<file path="src/rtl/sram_fifo_ctrl.sv">
// FIFO controller in front of a dual-port SRAM: registered write port, show-ahead output register.
// Define SRAM_FIFO_LEVEL_EN to add the `level` occupancy output.
module sram_fifo_ctrl #(
    parameter int WIDTH      = 8,
    parameter int DEPTH      = 16,
    parameter int ADDR_WIDTH = 4
) (
    input  logic                  clk,
    input  logic                  rst_n,
    input  logic                  in_valid,
    output logic                  in_ready,
    input  logic [WIDTH-1:0]      in_data,
    output logic                  out_valid,
    input  logic                  out_ready,
    output logic [WIDTH-1:0]      out_data,
    output logic [ADDR_WIDTH-1:0] wr_addr,
    output logic                  wr_en,
    output logic [WIDTH-1:0]      wr_din,
    output logic [ADDR_WIDTH-1:0] rd_addr,
    output logic                  rd_en,
    input  logic [WIDTH-1:0]      rd_dout
`ifdef SRAM_FIFO_LEVEL_EN
    ,
    output logic [ADDR_WIDTH:0]   level
`endif
);

    localparam logic [ADDR_WIDTH:0] DEPTH_C = (ADDR_WIDTH+1)'(DEPTH);

    logic [ADDR_WIDTH-1:0] wr_ptr_q, wr_ptr_d;
    logic [ADDR_WIDTH-1:0] rd_ptr_q, rd_ptr_d;
    logic [ADDR_WIDTH:0]   mem_count_q, mem_count_d;
    logic                  wr_en_q, wr_en_d;
    logic [ADDR_WIDTH-1:0] wr_addr_q, wr_addr_d;
    logic [WIDTH-1:0]      wr_din_q, wr_din_d;
    logic                  out_valid_q, out_valid_d;
    logic [WIDTH-1:0]      out_data_q, out_data_d;

    logic [ADDR_WIDTH:0]   occupied;
    logic                  push;
    logic                  load;

    // A pending write already owns its SRAM entry, so it counts against capacity.
    assign occupied = mem_count_q + {{ADDR_WIDTH{1'b0}}, wr_en_q};
    assign in_ready = occupied < DEPTH_C;
    assign push     = in_valid && in_ready;
    // Only committed entries are loaded; the word being written this cycle is not yet counted.
    assign load     = (mem_count_q != '0) && (!out_valid_q || out_ready);

    assign rd_en     = load;
    assign rd_addr   = rd_ptr_q;
    assign wr_en     = wr_en_q;
    assign wr_addr   = wr_addr_q;
    assign wr_din    = wr_din_q;
    assign out_valid = out_valid_q;
    assign out_data  = out_data_q;

`ifdef SRAM_FIFO_LEVEL_EN
    assign level = occupied + {{ADDR_WIDTH{1'b0}}, out_valid_q};
`endif

    always_comb begin
        wr_ptr_d    = wr_ptr_q;
        wr_addr_d   = wr_addr_q;
        wr_din_d    = wr_din_q;
        wr_en_d     = push;
        if (push) begin
            wr_addr_d = wr_ptr_q;
            wr_din_d  = in_data;
            wr_ptr_d  = wr_ptr_q + ADDR_WIDTH'(1);
        end
    end

    always_comb begin
        rd_ptr_d    = rd_ptr_q;
        out_valid_d = out_valid_q;
        out_data_d  = out_data_q;
        if (load) begin
            out_data_d  = rd_dout;
            out_valid_d = 1'b1;
            rd_ptr_d    = rd_ptr_q + ADDR_WIDTH'(1);
        end else if (out_valid_q && out_ready) begin
            out_valid_d = 1'b0;
        end
    end

    always_comb begin
        mem_count_d = mem_count_q;
        case ({wr_en_q, load})
            2'b10:   mem_count_d = mem_count_q + (ADDR_WIDTH+1)'(1);
            2'b01:   mem_count_d = mem_count_q - (ADDR_WIDTH+1)'(1);
            default: mem_count_d = mem_count_q;
        endcase
    end

    always_ff @(posedge clk or negedge rst_n) begin
        if (!rst_n) begin
            wr_ptr_q    <= '0;
            rd_ptr_q    <= '0;
            mem_count_q <= '0;
            wr_en_q     <= 1'b0;
            wr_addr_q   <= '0;
            wr_din_q    <= '0;
            out_valid_q <= 1'b0;
            out_data_q  <= '0;
        end else begin
            wr_ptr_q    <= wr_ptr_d;
            rd_ptr_q    <= rd_ptr_d;
            mem_count_q <= mem_count_d;
            wr_en_q     <= wr_en_d;
            wr_addr_q   <= wr_addr_d;
            wr_din_q    <= wr_din_d;
            out_valid_q <= out_valid_d;
            out_data_q  <= out_data_d;
        end
    end

endmodule

</file>
<file path="config.mk">
export PLATFORM = sky130hd
export DESIGN_NAME = sram_fifo_ctrl
export DESIGN_NICKNAME = d
export VERILOG_FILES = /design/src/rtl/sram_fifo_ctrl.sv
export SDC_FILE = /design/constraint.sdc
export NUM_CORES = 1
export LEC_CHECK = 0
export BUFFER_PORTS_ARGS = -buffer_cell sky130_fd_sc_hd__buf_2
export CAP_MARGIN = 10
export CORE_MARGIN = 2
export CORE_UTILIZATION = 30
export CTS_CLUSTER_SIZE = 20
export DETAILED_ROUTE_END_ITERATION = 10
export SYNTH_ARGS = -nofsm -noshare
export SYNTH_HDL_FRONTEND = slang
export SYNTH_SLANG_ARGS = --single-unit
</file>
<file path="constraint.sdc">
create_clock -name clk -period 3.73 [get_ports clk]
set_input_delay 0.746 -clock clk [delete_from_list [all_inputs] [get_ports clk]]
set_output_delay 0.746 -clock clk [all_outputs]
set_load 0.02 [all_outputs]
</file>
## Yosys cells after proc, flatten, opt, wreduce, memory -nomap -nowiden

Index checks and enable logic that the tools add are counted.

- Word-level logic and storage cells: 27
- Input port bits: 20
- Flip-flop bits (word level): 35

- Add/sub/neg operators: 5
- Reduce and logical (&&, ||, !) cells: 8
- Mux-type cells: 3
- Equality and inequality tests: 2
- Magnitude comparators: 1

Operators by type and width:

| cell | number |
|---|---|
| $pmux 5 s2 | 1 |
| $add 4x1->4 const B | 2 |
| $add 5x1->5 | 1 |
| $add 5x1->5 const B | 1 |
| $lt 5x5->1 const B | 1 |
| $reduce_bool 5->1 | 1 |
| $sub 5x1->5 const B | 1 |
| $reduce_bool 2->1 | 2 |
| $logic_and 1x1->1 | 3 |
| $eq 2x1->1 const B | 1 |
| $eq 2x2->1 const B | 1 |
| $mux 1 | 2 |
| $logic_not 1->1 | 1 |
| $logic_or 1x1->1 | 1 |

## Longest topological paths before layout

- Depth after elaboration: 5
- Depth in mapped cells: 13

## Least setup slack after synthesis

Ideal clock, no wire load.

- Kind: input port to flip-flop
- Start: in out_ready
- End: reg mem_count_q[3]
- Data arrival time: 2.761 ns
- Setup slack: 0.835 ns
- Required time: 3.596 ns
- Library setup time: 0.134 ns
- Stages: 10
- Cells stage by stage: nand2b_1 > o41ai_2 > inv_1 > clkbuf_1 > ha_1 > buf_2 > or4bb_2 > nand4_1 > xnor2_1 > o21ai_0

- Cells in the longest elaborated chain, start to end: 4

Ends and longest elaborated chain:

| item | line | RTL |
|---|---|---|
| start: declaration | 14 | `input logic out_ready,` |
| $logic_or 1x1->1 * | 48 | `assign load = (mem_count_q != '0) && (!out_valid_q \|\| out_ready);` |
| $logic_and 1x1->1 * | 48 |  |
| via rd_en | 20 | `output logic rd_en,` |
| $eq 2x1->1 or $eq 2x2->1 (tied branches) | 89 | `case ({wr_en_q, load})` |
| $pmux 5 s2 or $reduce_bool 2->1 (tied branches) | -- |  |
| end signal: assignment | 109 | `mem_count_q <= mem_count_d;` |
| end: declaration | 32 | `logic [ADDR_WIDTH:0] mem_count_q, mem_count_d;` |

The timed path passes the listed nets; every way through them passes the cells marked *.
A chain may end at the register's enable or synchronous reset.

## Final worst setup path

- Start: reg mem_count_q[2]
- End: reg mem_count_q[4]

- Cells in the longest elaborated chain, start to end: 4

Ends and longest elaborated chain:

| item |
|---|
| parallel branches: the longest is 4 deep, another holds $sub 5x1->5 |

Several ways; the timed one is not identified.

==> metrics.csv <==
stage;metric;value;unit
power;leakage;0.989;nW
power;pwr/cell area;895;nW/um^2
setup_path;largest stage delay on the critical path;0.60;ns
setup_path;Crit. End Element;register;
logic_synthesis;Post-Syn Area;1650;sq um
drt;WL final;2.97;mm
grt;initial antenna violation count;0;
logic_synthesis;Most used DFF post-synth;dfrtp_1;
clock_tree;CTS H-tree depth;2;
setup_path;WP buf/inv;1;
drt;Routed Antenna Nets;0;
drt;DRT Pass-1 Iters;4;
clock_tree;TritonCTS Buffers;5;
clock_tree;Setup Buffers After CTS;0;
logic_synthesis;Commonest cells post-synth;dfrtp_1, nand2_1, mux2_4, xnor2_1;
logic_synthesis;EDFF count, synth;0;
floorplan;row cnt;26;
sta;Final WS setup;0.389;ns
placed_design;Port Buffers;47;
logic_synthesis;top cells by area, synth;dfrtp_1, mux2_4, nand2_1;
clock_tree;Clock Latency Late Sink;0.28;ns
sta;RSZ-0062 raised after global routing;no;
grt;pin count of the biggest net entering global routing;36;
setup_path;Crit path top cell by count;ha_1;
setup_path;Startpoint Class;register;
logic_synthesis;area share of the largest cell type after synthesis;53.2;%
setup_path;crit path max fanout;13;
grt;Most Used Layer, Global Route;met2;
logic_synthesis;asr flop ratio synth;100;%
logic_synthesis;sequential-to-total area share from yosys stat;53.2;%
run;Max Cap Viol;0;
floorplan;DIE WIDTH;78.1;microns
grt;first-pass GRT wire length;5.19;mm
sta;max-slew violation count;0;
clock_tree;CTS Root Cell;clkbuf_8;
placed_design;Post-DP HPWL;2.08;mm
placed_design;global placement routability congestion;0.702;
grt;met1 usage;14.4;%
placed_design;dpl ws;0.0414;ns
grt;routing usage on met3;3.79;%
final_layout;nets;212;
clock_tree;CTS Buffer Depth;2;
grt;Tot GR Track Use;10.8;%
setup_path;CP arrival;3.50;ns
logic_synthesis;Cells after Synth;141;
setup_path;crit-path cells;or2_2 > o41ai_4 > inv_1 > ha_1 > ha_1 > o211ai_1 > a211oi_1 > a41oi_1 > xnor2_1;
drt;initial DRC count;36;
setup_path;crit path kind;reg2reg;
sta;final hold vios;0;
power;worst vdd ir;0.282;mV
final_layout;share of cells above drive strength 1;39.0;%
sta;actual slew at the worst max-slew pin;0.808;ns
sta;setup TNS;0;ns
worst_hold_path;hold crit path type;reg2reg;
floorplan;die area;6100;sq um
drt;WL/cell;11.5;microns
setup_path;slowest cell on the critical path;o41ai_4;
drt;vias post-DR;1127;
final_layout;Util after Layout;38.6;%
placed_design;dpl cells;249;
status;outcome;complete, no violations;
setup_path;WP data required;3.89;ns
sta;Tmin final;3.34;ns
logic_synthesis;Synth area leader;dfrtp_1;
logic_synthesis;#FFs+latches synth;35;
clock_tree;TritonCTS clock tree;yes;
sta;Hold WS;0.464;ns
sta;Max Fclk;0.299;GHz
grt;met2 global-route usage;16.1;%
final_layout;Non-Filler Instances;257;
worst_hold_path;Hold Crit Depth;1;
grt;total gr overflow;0;
final_layout;Area Overhead vs Synth;22.0;%
logic_synthesis;Avg Cell Area, Syn;11.7;sq um
logic_synthesis;most common cell in the netlist;dfrtp_1;
sta;setup violators final;0;
clock_tree;Clock transition at path regs;0.07;ns
setup_path;critical path depth;9;
setup_path;Top Family by Delay on Critical Path;compound AO/OA/AOI/OAI gates;
setup_path;R2R cell count;9;
clock_tree;CTS Sinks;35;
sta;Tcrit/Tclk final;89.6;%
sta;Worst Skew;0.00514;ns
floorplan;chip height;78.1;microns
final_layout;ant diodes;0;
drt;DRC Markers;0;
grt;vias in the first global route;1132;
logic_synthesis;Syn. warnings;0;
sta;slew margin rel.;46.1;%
floorplan;core area;5200;sq um
drt;via-per-instance ratio;4.39;
floorplan;IO Count;48;
floorplan;initial core utilization;31.6;%
logic_synthesis;Syn Nets;167;
logic_synthesis;Synth cell types;33;
==> worst paths after layout <==
kind / from / end / slack, ns
min in group asynchronous: rst_n / wr_en$_DFF_PN0_ / 0.55
max in group asynchronous: rst_n / rd_addr[3]$_DFFE_PN0N_ / 2.69
hold / removal: rd_addr[3]$_DFFE_PN0N_ / rd_addr[3]$_DFFE_PN0N_ / 0.46
setup reg to reg: mem_count_q[2]$_DFFE_PN0P_ / mem_count_q[4]$_DFFE_PN0P_ / 0.39
hold reg to reg: rd_addr[3]$_DFFE_PN0N_ / rd_addr[3]$_DFFE_PN0N_ / 0.46
setup / recovery: mem_count_q[2]$_DFFE_PN0P_ / mem_count_q[4]$_DFFE_PN0P_ / 0.39
==> area by class of cell <==
| type | count | area (sq um) |
|---|---|---|
| Fill cell | 547 | 3200 |
| Tap cell | 70 | 87.6 |
| Sequential cell | 35 | 876 |
| Clock inverter | 1 | 7.51 |
| Multi-Input combinational cell | 93 | 691 |
| Inverter | 4 | 15.0 |
| Timing Repair Buffer | 47 | 235 |
| Clock buffer | 7 | 96.3 |
==> stage by stage <==
step                      area, sq um  total power (W)
final                            2010          0.00180
after global routing             2010          0.00194
after CTS                        2010          0.00182
after detailed placement         1890          0.00150
after global placement           1890          0.00149
after floorplan                  1650          0.00132
==> worst register-to-register path, cell delays in order (launching register included) <==
cell and delay (ns):
dfrtp_1 0.47, or2_2 0.37, o41ai_4 0.60, inv_1 0.39, ha_1 0.40, ha_1 0.38
o211ai_1 0.11, a211oi_1 0.26, a41oi_1 0.09, xnor2_1 0.15
==> registers in the layout (all words and copies together) (netlist names) <==
register / count
rd_addr: 4
out_data: 8
wr_ptr_q: 4
wr_din: 8
out_valid: 1
wr_en: 1
mem_count_q: 5
wr_addr: 4
==> power by group <==
part | total [W] | internal (W) | switching (W)
Combinational | 0.000789 | 0.000367 | 0.000422
Clock | 0.000304 | 0.000168 | 0.000136
Sequential | 0.000705 | 0.000552 | 0.000153
==> repair_timing <==
item                       in CTS  in global routing
setup endpoints to repair       1                  0
gates resized for setup         1                  0
hold buffers                    0                  0
==> per-layer routing <==
metal | share of wire, % | wire, microns
met1 | 49 | 1460
met2 | 42 | 1240
met3 | 7.2 | 214
met4 | 1.5 | 44
met5 | 0 | 0
==> placed cells by master, fill, tap and decap left out <==
| cell | n |
|---|---|
| nand4b_1 | 1 |
| or2_1 | 1 |
| nand2_2 | 1 |
| o41ai_4 | 1 |
| mux2_2 | 6 |
| nand3b_1 | 1 |
| a41oi_1 | 1 |
| o21ai_0 | 3 |
| o211ai_1 | 1 |
| buf_2 | 47 |
| or4bb_2 | 1 |
| nor4_1 | 1 |
| clkbuf_8 | 7 |
| a211oi_1 | 1 |
| mux2_4 | 8 |
| nand2b_1 | 1 |
| inv_1 | 4 |
| dfrtp_1 | 35 |
| nand3_1 | 4 |
| nand4_1 | 1 |
| a21oi_1 | 1 |
| clkinvlp_4 | 1 |
| o211a_1 | 1 |
| nand2_1 | 32 |
| or2_2 | 1 |
| xnor2_1 | 8 |
| nor3_1 | 1 |
| xor2_1 | 5 |
| and3_1 | 1 |
| ha_1 | 6 |
| nor2_1 | 4 |
==> logic make-up after synthesis <==
kind of cell,after synthesis,synth area share [%]
AO/OA/AOI/OAI,9,4.26
XOR/XNOR,13,6.91
adder cells (fa/ha/maj),6,4.56
buffers and inverters,13,5.55
flip-flops,35,53.2
multiplexers,14,11.4
AND/OR/NAND/NOR,51,14.1
Note: power is estimated with default switching activity, not from simulation.
